$ cat src/rtl/problem2_pkg.sv
// Shared types and constants for the problem2 sweep controller.
// Optional logging ports are enabled with the PROBLEM2_SWEEP_LOG_EN macro.
package problem2_pkg;

  typedef enum logic [1:0] {
    ST_IDLE,
    ST_WAIT,
    ST_SAMPLE,
    ST_DONE
  } state_e;

  localparam int unsigned NUM_VECS = 8;

  // Expected {x,ab,ac} for input vector {a,b,c} = index
  localparam logic [2:0] EXP_TBL [0:7] = '{
    3'b000, 3'b000, 3'b000, 3'b000,
    3'b000, 3'b101, 3'b110, 3'b111
  };

endpackage

$ cat src/rtl/problem2_ref_model.sv
// Functional reference for problem2: AB = A&B, AC = A&C, X = AB|AC.
// Output is packed as {x,ab,ac}; input is {a,b,c} with A as MSB.
module problem2_ref_model (
  input  logic [2:0] abc_i,
  output logic [2:0] exp_o
);

  logic ab;
  logic ac;

  // Evaluate the reference equations for the driven vector
  always_comb begin
    ab    = abc_i[2] & abc_i[1];
    ac    = abc_i[2] & abc_i[0];
    exp_o = {ab | ac, ab, ac};
  end

endmodule

$ cat src/rtl/problem2_sweep_ctrl.sv
// On-chip exerciser for problem2: walks {a,b,c} through 000..111, waits
// SETTLE_CYCLES+1 cycles per vector, then compares the block outputs against
// the reference and counts mismatching vectors.
// Macro PROBLEM2_SWEEP_LOG_EN adds first-failure capture ports.
module problem2_sweep_ctrl
  import problem2_pkg::*;
#(
  parameter int unsigned SETTLE_CYCLES = 2,
  parameter bit          USE_EXP_TBL   = 1'b0
) (
  input  logic       clk,
  input  logic       rst_n,
  input  logic       start,
  output logic       a,
  output logic       b,
  output logic       c,
  input  logic       x_in,
  input  logic       ab_in,
  input  logic       ac_in,
  output logic       busy,
  output logic       done,
  output logic       pass,
  output logic [3:0] err_cnt,
  output logic [2:0] vec_idx
`ifdef PROBLEM2_SWEEP_LOG_EN
  ,
  output logic       first_fail_vld,
  output logic [2:0] first_fail_vec,
  output logic [2:0] first_fail_obs
`endif
);

  localparam logic [3:0] SETTLE_LD = 4'(SETTLE_CYCLES);
  localparam logic [2:0] LAST_VEC  = 3'(NUM_VECS - 1);

  state_e     state_q, state_d;
  logic [3:0] cnt_q, cnt_d;
  logic [2:0] vec_q, vec_d;
  logic [3:0] err_q, err_d;
  logic       pass_q, pass_d;
  logic       busy_q, busy_d;

  logic [2:0] exp_vec;
  logic [2:0] obs_vec;
  logic       mismatch;

`ifdef PROBLEM2_SWEEP_LOG_EN
  logic       ff_vld_q, ff_vld_d;
  logic [2:0] ff_vec_q, ff_vec_d;
  logic [2:0] ff_obs_q, ff_obs_d;
`endif

  // Exactly one expected-value source is built: table lookup or functional model
  generate
    if (USE_EXP_TBL) begin : g_tbl
      assign exp_vec = EXP_TBL[vec_q];
    end else begin : g_ref
      problem2_ref_model u_ref (
        .abc_i (vec_q),
        .exp_o (exp_vec)
      );
    end
  endgenerate

  assign obs_vec  = {x_in, ab_in, ac_in};
  assign mismatch = (obs_vec != exp_vec);

  // State register
  always_ff @(posedge clk or negedge rst_n) begin
    if (!rst_n) begin
      state_q <= ST_IDLE;
    end else begin
      state_q <= state_d;
    end
  end

  // Next-state logic
  always_comb begin
    state_d = state_q;
    case (state_q)
      ST_IDLE:   if (start) state_d = ST_WAIT;
      ST_WAIT:   if (cnt_q == '0) state_d = ST_SAMPLE;
      ST_SAMPLE: state_d = (vec_q == LAST_VEC) ? ST_DONE : ST_WAIT;
      ST_DONE:   state_d = ST_IDLE;
      default:   state_d = ST_IDLE;
    endcase
  end

  // Datapath next values: settle counter, vector index, error bookkeeping
  always_comb begin
    cnt_d  = cnt_q;
    vec_d  = vec_q;
    err_d  = err_q;
    pass_d = pass_q;
    busy_d = busy_q;
`ifdef PROBLEM2_SWEEP_LOG_EN
    ff_vld_d = ff_vld_q;
    ff_vec_d = ff_vec_q;
    ff_obs_d = ff_obs_q;
`endif
    case (state_q)
      ST_IDLE: begin
        if (start) begin
          vec_d  = '0;
          cnt_d  = SETTLE_LD;
          err_d  = '0;
          pass_d = 1'b0;
          busy_d = 1'b1;
`ifdef PROBLEM2_SWEEP_LOG_EN
          ff_vld_d = 1'b0;
          ff_vec_d = '0;
          ff_obs_d = '0;
`endif
        end
      end
      ST_WAIT: begin
        if (cnt_q != '0) cnt_d = cnt_q - 4'd1;
      end
      ST_SAMPLE: begin
        if (mismatch) begin
          err_d = err_q + 4'd1;
`ifdef PROBLEM2_SWEEP_LOG_EN
          if (!ff_vld_q) begin
            ff_vld_d = 1'b1;
            ff_vec_d = vec_q;
            ff_obs_d = obs_vec;
          end
`endif
        end
        if (vec_q != LAST_VEC) begin
          vec_d = vec_q + 3'd1;
          cnt_d = SETTLE_LD;
        end
      end
      ST_DONE: begin
        pass_d = (err_q == '0);
        busy_d = 1'b0;
      end
      default: ;
    endcase
  end

  // Datapath registers
  always_ff @(posedge clk or negedge rst_n) begin
    if (!rst_n) begin
      cnt_q  <= '0;
      vec_q  <= '0;
      err_q  <= '0;
      pass_q <= 1'b0;
      busy_q <= 1'b0;
`ifdef PROBLEM2_SWEEP_LOG_EN
      ff_vld_q <= 1'b0;
      ff_vec_q <= '0;
      ff_obs_q <= '0;
`endif
    end else begin
      cnt_q  <= cnt_d;
      vec_q  <= vec_d;
      err_q  <= err_d;
      pass_q <= pass_d;
      busy_q <= busy_d;
`ifdef PROBLEM2_SWEEP_LOG_EN
      ff_vld_q <= ff_vld_d;
      ff_vec_q <= ff_vec_d;
      ff_obs_q <= ff_obs_d;
`endif
    end
  end

  // Output decode: drive bits follow the vector index, done marks the DONE state
  always_comb begin
    {a, b, c} = vec_q;
    vec_idx   = vec_q;
    busy      = busy_q;
    done      = (state_q == ST_DONE);
    pass      = pass_q;
    err_cnt   = err_q;
`ifdef PROBLEM2_SWEEP_LOG_EN
    first_fail_vld = ff_vld_q;
    first_fail_vec = ff_vec_q;
    first_fail_obs = ff_obs_q;
`endif
  end

endmodule

$ cat config.mk
export PLATFORM = sky130hd
export DESIGN_NAME = problem2_sweep_ctrl
export DESIGN_NICKNAME = d
export VERILOG_FILES = /design/src/rtl/problem2_pkg.sv /design/src/rtl/problem2_ref_model.sv /design/src/rtl/problem2_sweep_ctrl.sv
export SDC_FILE = /design/constraint.sdc
export NUM_CORES = 1
export LEC_CHECK = 0
export CORE_AREA = 5 5 51 53
export CTS_CLUSTER_DIAMETER = 120
export DETAILED_ROUTE_END_ITERATION = 10
export DIE_AREA = 0 0 56 58
export DONT_BUFFER_PORTS = 1
export GPL_ROUTABILITY_DRIVEN = 0
export GPL_TIMING_DRIVEN = 0
export PLACE_DENSITY = 0.57
export SLEW_MARGIN = 30
export SYNTH_ARGS = -nofsm -noshare
export SYNTH_HDL_FRONTEND = slang
export SYNTH_SLANG_ARGS = --single-unit
export TNS_END_PERCENT = 100
$ cat constraint.sdc
create_clock -name clk -period 2.3 [get_ports clk]
set_clock_uncertainty 0.15 [all_clocks]
set_input_delay 0.46 -clock clk [delete_from_list [all_inputs] [get_ports clk]]
set_output_delay 0.46 -clock clk [all_outputs]
set_load 0.02 [all_outputs]
==> results.py <==
metrics = {
    "min_path": {
        "hold_class": "flip-flop to flip-flop",
        "whs_path_depth": 1,
    },
    "job": {
        "drv_cap": 0,
    },
    "grt": {
        "gr-usage-met2_pct": 19.2,
        "met1_usage_pct": 14.5,
        "grt_usage_pct": 11.9,
        "grt.overflow.total": 0,
        "grt_pass1_vias": 647,
        "grt_pass1_wl_mm": 3.04,
        "grt-busiest-layer": "met2",
        "antenna_found_initial": 0,
        "grt_max_degree": 16,
        "grt_util_met3_pct": 3.12,
    },
    "die": {
        "die_h_um": 58,
        "dieArea_um2": 3250,
        "die_w_um": 56,
        "core-area_um2": 2110,
        "start_util_pct": 42.9,
        "ios": 19,
        "fp-row-count": 17,
    },
    "cts": {
        "h-tree-depth": 1,
        "ctsRootBufferMaster": "clkbuf_4",
        "cts_setup_buffers": 0,
        "clock_latency_ns": 0.29,
        "cts_resized": 0,
        "clock_sinks": 15,
        "hold_buffers": 1,
        "cts_tree": "yes",
        "numCtsBuffers": 3,
        "cts.path.max_buffers": 2,
        "clk_pin_slew_ns": 0.10,
    },
    "place": {
        "io_buffers": 0,
        "dp.cells": 121,
        "dpl_cell_area_um2": 938,
        "place_hpwl_mm": 1.25,
    },
    "sta": {
        "slew_violations": 0,
        "rsz0062_at_grt": "false",
        "finalSetupViolations": 0,
        "hold_viol": 0,
        "tightest_slew_ns": 0.714,
        "fmax_mhz": 534,
        "tns_ns": 0,
        "finalCritPeriodShare_pct": 81.5,
        "finalWorstPathRequiredPeriod_ns": 1.87,
        "slew_headroom_pct": 52.2,
    },
    "synth": {
        "muxShareOfSynthArea_pct": 4.57,
        "async_reset_ff_share_pct": 100,
        "seq_area_frac_synth_pct": 41.6,
        "syn_avg_cell_area_um2": 9.71,
        "yosys.area_share.xor_xnor_pct": 0,
        "syn_inst": 93,
        "synth_compound_area_share_pct": 23.5,
        "synth_edf_count": 0,
        "post_synth_and_or_nand_nor_area_fraction_pct": 16.2,
        "synthFlopType": "dfrtp_1",
        "synth_warnings": 0,
        "ys_ff_latch": 15,
        "netlist_area_um2": 903,
        "synth_top_family_by_area": "compound AO/OA/AOI/OAI gates",
        "ys_types": 35,
        "synth_fp_nets": 104,
        "synth-adder-area-share_pct": 6.93,
    },
    "final_layout": {
        "fin_cells": 126,
        "antenna_cells": 0,
        "nets": 110,
        "fin_util_pct": 46.3,
        "final_area_um2": 975,
        "most-common-layout-cells": "dfrtp_1 (15), inv_1 (7), nand2_1 (7), a21oi_1 (6)",
        "fill_cells": 206,
        "areaGrowthSynthToFinish_pct": 7.89,
        "layout_commonest_cell": "dfrtp_1",
        "layout-drive-gt1-share_pct": 14.3,
    },
    "routing": {
        "drt_iter0_drc": 15,
        "final_antenna_net_count": 0,
        "wirelength_mm": 1.71,
        "num_vias": 663,
        "drt_pass1_iterations": 3,
        "post_drt_wl_per_cell_um": 13.6,
        "viasPerCell": 5.26,
        "drcViolationCount": 0,
    },
    "power": {
        "p_per_area_nw_per_um2": 1050,
        "peakVddDrop_mv": 0.560,
        "p_leak_nw": 0.452,
        "power_mw": 1.02,
    },
    "setup_path": {
        "cp_data_required_time_ns": 2.34,
        "start_kind": "flip-flop",
        "arrival_ns": 1.91,
        "worst-path-max-fanout": 9,
        "criticalPathCategory": "flip-flop to flip-flop",
        "reg2reg_depth": 5,
        "end_kind": "flip-flop",
    },
    "run_status": {
        "outcome": "finished clean",
    },
}
-- routing by layer --
| metal | vias to the layer above | part of all wire (%) |
|---|---|---|
| met3 | 4 | 4.3 |
| li1 | 341 | - |
| met2 | 12 | 50 |
| met4 | 0 | 1.6 |
| met1 | 306 | 44 |
| met5 | - | 0 |
-- cells in the mapped netlist, types with 3 or more instances --
library cell | instances | area share (%)
dfrtp_1 | 15 | 42
inv_1 | 7 | 2.9
nand2_1 | 7 | 2.9
a21oi_1 | 6 | 3.3
ha_1 | 5 | 6.9
nor2_1 | 5 | 2.1
a22o_1 | 3 | 2.9
buf_4 | 3 | 2.5
mux2i_1 | 3 | 3.3
nand2b_1 | 3 | 2.1
nand3_1 | 3 | 1.7
o21ai_0 | 3 | 1.7
o21bai_1 | 3 | 2.5
-- metrics by stage --
stage | hold slack, ns | setup slack (ns)
6_report | 0.325 | 0.426
5_1_grt | 0.346 | 0.315
4_1_cts | 0.316 | 0.418
3_5_place_dp | 0.0149 | 0.431
3_3_place_gp | 0.0148 | 0.438
2_1_floorplan | 0.0144 | 0.569
-- critical path, stage by stage, from the launching register on --
cell and delay [ns]:
dfrtp_1 0.62, ha_1 0.23, ha_1 0.25, nor2_1 0.09, mux2_2 0.26, a22o_1 0.17
-- state kept, by name (all words and copies together), names as in the netlist --
signal and count:
busy 1, cnt_q 4, err_cnt 4, pass 1, state_q 2, vec_idx 3
-- path summary, 6_finish.rpt --
path / endpoint / from / slack, ns
max reg2reg: vec_idx[0] / vec_idx[0] / 0.43
min in group asynchronous: err_cnt[0] / rst_n / 0.51
min reg2reg: cnt_q[3] / cnt_q[3] / 0.33
min: cnt_q[3] / cnt_q[3] / 0.33
max: vec_idx[0] / vec_idx[0] / 0.43
max in group asynchronous: cnt_q[0] / rst_n / 1.03
-- area by class of cell --
| cell class | count | area, um2 | share of cell area, % |
|---|---|---|---|
| Timing Repair Buffer | 1 | 10.0 | 1.03 |
| Multi-Input combinational cell | 66 | 463 | 47.5 |
| Clock buffer | 4 | 26.3 | 2.70 |
| Tap cell | 28 | 35.0 | 3.59 |
| Sequential cell | 15 | 375 | 38.5 |
| Buffer | 5 | 38.8 | 3.98 |
| Inverter | 7 | 26.3 | 2.70 |
-- cell families (layout without fill, tap and decap cells) --
kind of cell | count (synthesis) | after routing
adders and majority gates | 5 | 5
muxes | 4 | 4
buffers and inverters | 12 | 17
AOI/OAI and AO/OA | 29 | 29
and+or+nand+nor | 28 | 28
DFF | 15 | 15
-- power by group --
| part | switching [mW] | leakage [nW] | internal, mW |
|---|---|---|---|
| Combinational | 0.200 | 0.245 | 0.181 |
| Sequential | 0.142 | 0.191 | 0.347 |
| Clock | 0.0853 | 0.0150 | 0.0673 |
(Power assumes the default switching activity.)
